[src/rtl/video_timing_gen.sv]
// video_timing_gen: raster timing generator with a pixel-clock divider, registered
// blank/sync decode, line/frame strobes and a latched, acknowledgeable frame interrupt.
module video_timing_gen #(
    parameter int CLK_DIV      = 8,
    parameter int H_W          = 9,
    parameter int V_W          = 9,
    parameter int H_TOTAL      = 384,
    parameter int H_ACTIVE     = 256,
    parameter int H_SYNC_START = 304,
    parameter int H_SYNC_LEN   = 32,
    parameter int V_TOTAL      = 264,
    parameter int V_ACTIVE     = 224,
    parameter int V_SYNC_START = 240,
    parameter int V_SYNC_LEN   = 8,
    parameter int IRQ_LINE     = 224,
    parameter bit SYNC_POL     = 1'b0
) (
    input  logic           clk,
    input  logic           nRESET,
    input  logic           run,
    input  logic           int_ack_n,
    output logic           pix_ce,
    output logic [H_W-1:0] hcount,
    output logic [V_W-1:0] vcount,
    output logic           hblank,
    output logic           vblank,
    output logic           de,
    output logic           hsync,
    output logic           vsync,
    output logic           csync,
    output logic           line_start,
    output logic           frame_start,
    output logic           irq_n
);
    if (CLK_DIV < 1 || CLK_DIV > 256 || H_ACTIVE > H_TOTAL || V_ACTIVE > V_TOTAL ||
        H_SYNC_START + H_SYNC_LEN > H_TOTAL || V_SYNC_START + V_SYNC_LEN > V_TOTAL ||
        IRQ_LINE >= V_TOTAL || H_TOTAL > (1 << H_W) || V_TOTAL > (1 << V_W)) begin : g_bad_params
        $error("video_timing_gen: illegal timing parameters");
    end

    localparam int DW = (CLK_DIV > 1) ? $clog2(CLK_DIV) : 1;
    localparam logic [DW-1:0]  DIV_LAST = DW'(CLK_DIV - 1);
    localparam logic [H_W-1:0] H_LAST   = H_W'(H_TOTAL - 1);
    localparam logic [V_W-1:0] V_LAST   = V_W'(V_TOTAL - 1);
    localparam logic [V_W-1:0] IRQ_V    = V_W'(IRQ_LINE);

    typedef struct packed {
        logic hblank;
        logic vblank;
        logic de;
        logic hsync;
        logic vsync;
        logic csync;
    } dec_t;

    function automatic dec_t decode(input int h, input int v);
        dec_t d;
        logic hs, vs;
        hs = h >= H_SYNC_START && h < H_SYNC_START + H_SYNC_LEN;
        vs = v >= V_SYNC_START && v < V_SYNC_START + V_SYNC_LEN;
        d.hblank = h >= H_ACTIVE;
        d.vblank = v >= V_ACTIVE;
        d.de     = !d.hblank && !d.vblank;
        d.hsync  = hs ~^ SYNC_POL;
        d.vsync  = vs ~^ SYNC_POL;
        d.csync  = (hs || vs) ~^ SYNC_POL;
        return d;
    endfunction

    localparam dec_t DEC0 = decode(0, 0);

    logic [DW-1:0]  div_q, div_d;
    logic [H_W-1:0] hcount_q, hcount_d;
    logic [V_W-1:0] vcount_q, vcount_d;
    logic           pix_q, pix_d, line_q, line_d, frame_q, frame_d, irq_q, irq_d;
    logic           adv;
    dec_t           dec_q, dec_d;

    // pix_q marks the divider's last phase; the pixel advances on the edge that closes it
    always_comb begin
        adv      = run && pix_q;
        div_d    = run ? ((div_q == DIV_LAST) ? '0 : div_q + 1'b1) : div_q;
        pix_d    = run ? (div_d == DIV_LAST) : pix_q;
        hcount_d = adv ? ((hcount_q == H_LAST) ? '0 : hcount_q + 1'b1) : hcount_q;
        vcount_d = (adv && hcount_q == H_LAST) ? ((vcount_q == V_LAST) ? '0 : vcount_q + 1'b1) : vcount_q;
        line_d   = run ? (adv && hcount_d == '0) : line_q;
        frame_d  = run ? (adv && hcount_d == '0 && vcount_d == '0) : frame_q;
        irq_d    = (adv && hcount_d == '0 && vcount_d == IRQ_V) ? 1'b0 : (!int_ack_n ? 1'b1 : irq_q);
        dec_d    = decode(32'(hcount_d), 32'(vcount_d));
    end

    always_ff @(posedge clk or negedge nRESET) begin
        if (!nRESET) begin
            div_q    <= '0;
            pix_q    <= 1'b0;
            hcount_q <= '0;
            vcount_q <= '0;
            line_q   <= 1'b0;
            frame_q  <= 1'b0;
            irq_q    <= 1'b1;
            dec_q    <= DEC0;
        end else begin
            div_q    <= div_d;
            pix_q    <= pix_d;
            hcount_q <= hcount_d;
            vcount_q <= vcount_d;
            line_q   <= line_d;
            frame_q  <= frame_d;
            irq_q    <= irq_d;
            dec_q    <= dec_d;
        end
    end

    // strobes keep their state while frozen but are masked off by run
    assign pix_ce      = pix_q & run;
    assign line_start  = line_q & run;
    assign frame_start = frame_q & run;
    assign hcount      = hcount_q;
    assign vcount      = vcount_q;
    assign irq_n       = irq_q;
    assign hblank      = dec_q.hblank;
    assign vblank      = dec_q.vblank;
    assign de          = dec_q.de;
    assign hsync       = dec_q.hsync;
    assign vsync       = dec_q.vsync;
    assign csync       = dec_q.csync;
endmodule

[config.mk]
export PLATFORM = sky130hd
export DESIGN_NAME = video_timing_gen
export DESIGN_NICKNAME = d
export VERILOG_FILES = /design/src/rtl/video_timing_gen.sv
export SDC_FILE = /design/constraint.sdc
export NUM_CORES = 1
export LEC_CHECK = 0
export ABC_AREA = 1
export CAP_MARGIN = 20
export CELL_PAD_IN_SITES_DETAIL_PLACEMENT = 1
export CELL_PAD_IN_SITES_GLOBAL_PLACEMENT = 1
export CORE_ASPECT_RATIO = 2
export CORE_MARGIN = 2
export CORE_UTILIZATION = 35
export CTS_BUF_LIST = sky130_fd_sc_hd__clkbuf_8
export DETAILED_ROUTE_END_ITERATION = 7
export MAX_ROUTING_LAYER = met4
export PLACE_DENSITY = 0.75
export SLEW_MARGIN = 20
export SYNTH_ARGS = -nofsm -noshare
export SYNTH_HDL_FRONTEND = slang
export SYNTH_SLANG_ARGS = --single-unit
[constraint.sdc]
create_clock -name clk -period 3.8 [get_ports clk]
set_input_delay 0.76 -clock clk [delete_from_list [all_inputs] [get_ports clk]]
set_output_delay 0.76 -clock clk [all_outputs]
set_load 0.01 [all_outputs]
==> results.json <==
{
  "avgViaCountPerCell": 4.96,
  "antenna_found_initial": 0,
  "cts_num_sinks": 31,
  "rows": 36,
  "num_vias": 1646,
  "htreeDepth": 2,
  "syn_area_mm2": 0.00176,
  "fin_cells": 332,
  "hpwlAfterDp_um": 3870,
  "reg2reg_slack_ns": 1.69,
  "cts_tree": "built",
  "r2r.worst_path.cells": 10,
  "fillers": 632,
  "finalMaxSlewViolations": 0,
  "yosysWarnings": 0,
  "crit_fanout": 8,
  "cp_common_cell": "clkdlybuf4s50_1",
  "clock_insertion_delay_worst_skew_ns": 0.29,
  "io_buffers": 31,
  "die_x_um": 54.2,
  "setup_viol": 0,
  "critical-path-top-delay-family": "buffers and inverters",
  "grt_usage_pct": 20.3,
  "worstMarginPinSlew_ns": 0.409,
  "finalHoldViolCount": 0,
  "regToRegEndpoint": "frame_q",
  "drtPass1Iterations": 3,
  "setup.worst_path.class": "input pin to output pin",
  "ys_seq_elements": 31,
  "cts_setup_buffers": 0,
  "rsz0062_at_grt": "false",
  "routedWlPerCell_um": 14.7,
  "first_iter_violations": 34,
  "layout_common_cells": "nand2_1, inv_1, clkdlybuf4s50_1",
  "grt_overflow": 0,
  "die_y_um": 104,
  "finalNetCount": 282,
  "postRouteAntennaNets": 0,
  "whs_ns": 0.504,
  "ys.flop_type": "dfrtp_1",
  "final_common_cell": "nand2_1",
  "crit_end": "pix_ce",
  "synthArstFlopShare_pct": 100,
  "min_from": "div_q[0]",
  "whs_path_depth": 1,
  "drive_above_1_share_pct": 9.82,
  "min_period_over_period_pct": 78.1,
  "synth-edff-count": 0,
  "startpoint_type": "input pin",
  "grt_max_degree": 32,
  "path_clk_slew_ns": 0.07,
  "slew_headroom_pct": 72.7,
  "holdBufCountCts": 0,
  "startpoint": "run",
  "peakVddDrop_uv": 318,
  "syn2layout_area_growth_pct": 26.6,
  "cap_viol_max_count": 0,
  "grt_pass1_vias": 1710,
  "fin_tns_setup_ns": 0,
  "final_area_mm2": 0.00223,
  "worstPathCellList": "clkdlybuf4s50_1 > nand2_4 > inv_4 > clkdlybuf4s50_1",
  "placedCellCount": 324,
  "endpoint_kind": "output pin",
  "max_stage_delay_ns": 0.63,
  "critical_path_depth": 4,
  "arrival_ns": 2.21,
  "cellLeakagePower_uw": 0.00110,
  "cts_made_buffers": 5,
  "postRouteWirelength_um": 4900,
  "start_util_pct": 36.2,
  "post_synth.cell_area_avg_um2": 7.46,
  "cts_root_buf": "clkbuf_8",
  "clockBufferDepth": 2,
  "postPlaceCellArea_mm2": 0.00214,
  "dieArea_mm2": 0.00565,
  "gp_congestion": 0.851,
  "netlist-cell-type-count": 28,
  "crit_required_ns": 3.04,
  "worst-path-buf-inv": 3,
  "cts_resized": 0,
  "status": "finished, final reports clean",
  "skew_ns": 0.00672,
  "syn-num-nets": 244,
  "grt_first_pass_wirelength_um": 7940,
  "io-pin-count": 32,
  "synthCells": 236,
  "antenna_cells": 0,
  "cp_slowest_cell": "clkdlybuf4s50_1",
  "hold_class": "flip-flop to flip-flop",
  "drc": 0,
  "timing.fmax_mhz": 337,
  "regToRegStartpoint": "hcount[0]",
  "period_needed_ns": 2.97,
  "powerDensity_mw_per_mm2": 540,
  "coreArea_mm2": 0.00486,
  "ys_seq_area_share_pct": 44.4
}
==> cell families (layout without fill, tap and decap cells) <==
group,count (synthesis),in the layout,share of synthesized area (%)
AO/OA/AOI/OAI,24,24,8.03
adder cells (fa/ha/maj),4,4,2.84
flip-flops,31,31,44.4
XOR/XNOR,2,2,0.994
buffers and inverters,49,88,11.0
AND/OR/NAND/NOR,126,126,32.7
==> layout make-up <==
class	count	area (µm²)	share of cell area, %
Clock inverter	2	8.76	0.393
Clock buffer	6	82.6	3.70
Inverter	48	183	8.19
Sequential cell	31	782	35.1
Tap cell	57	71.3	3.20
Timing Repair Buffer	32	318	14.2
Multi-Input combinational cell	156	786	35.2
==> metrics by stage <==
| step | utilization (%) | setup WS [ns] | power, µW |
|---|---|---|---|
| final | 45.9 | 0.832 | 1210 |
| after global routing | 45.9 | 0.765 | 1310 |
| after CTS | 45.9 | 0.819 | 1220 |
| after detailed placement | 44.0 | 0.825 | 944 |
| after global placement | 44.0 | 0.846 | 926 |
| after floorplan | - | 2.02 | 736 |
==> report_power, final <==
| group | total [µW] | switching [µW] | internal (µW) |
|---|---|---|---|
| clock network | 276 | 133 | 143 |
| registers | 471 | 72.6 | 398 |
| logic | 458 | 272 | 186 |
==> worst min path at each step <==
stage,to
final,div_q[0]
after floorplan,frame_q
after global placement,div_q[2]
after detailed placement,line_q
after global routing,irq_n
after CTS,line_q
==> synth_stat cells, types with 2 or more instances <==
master    instances  area (µm²)
nand2_1          63         236
inv_1            46         173
dfrtp_1          26         651
nor2_1           26        97.6
nand3_1          19        95.1
o21ai_0           9        45.0
dfstp_2           5         131
nand4_1           5        31.3
o21ai_1           5        25.0
ha_1              4        50.1
a21oi_1           3        15.0
nor2_2            3        18.8
nor2_4            3        33.8
o21bai_1          3        22.5
nand3_2           2        20.0
o21ai_2           2        17.5
==> metal layers <==
metal	vias up	GRT usage, %	share of wire [%]
met5	-	-	0
met4	0	11.8	4.6
met3	14	4.31	2.6
met2	32	34.9	58
met1	795	19.1	35
li1	805	-	-
==> worst register-to-register path: stages, from the launching register on <==
cell and delay (ns):
dfrtp_1 0.42, ha_1 0.20, nand2_1 0.11, nor2_1 0.22, nand3_2 0.29, o21ai_0 0.31, nand3_1 0.20, nand3_1 0.13
nor2_1 0.04, nand2_1 0.05, nand2_1 0.04
Note: power is estimated with default switching activity, not from simulation.
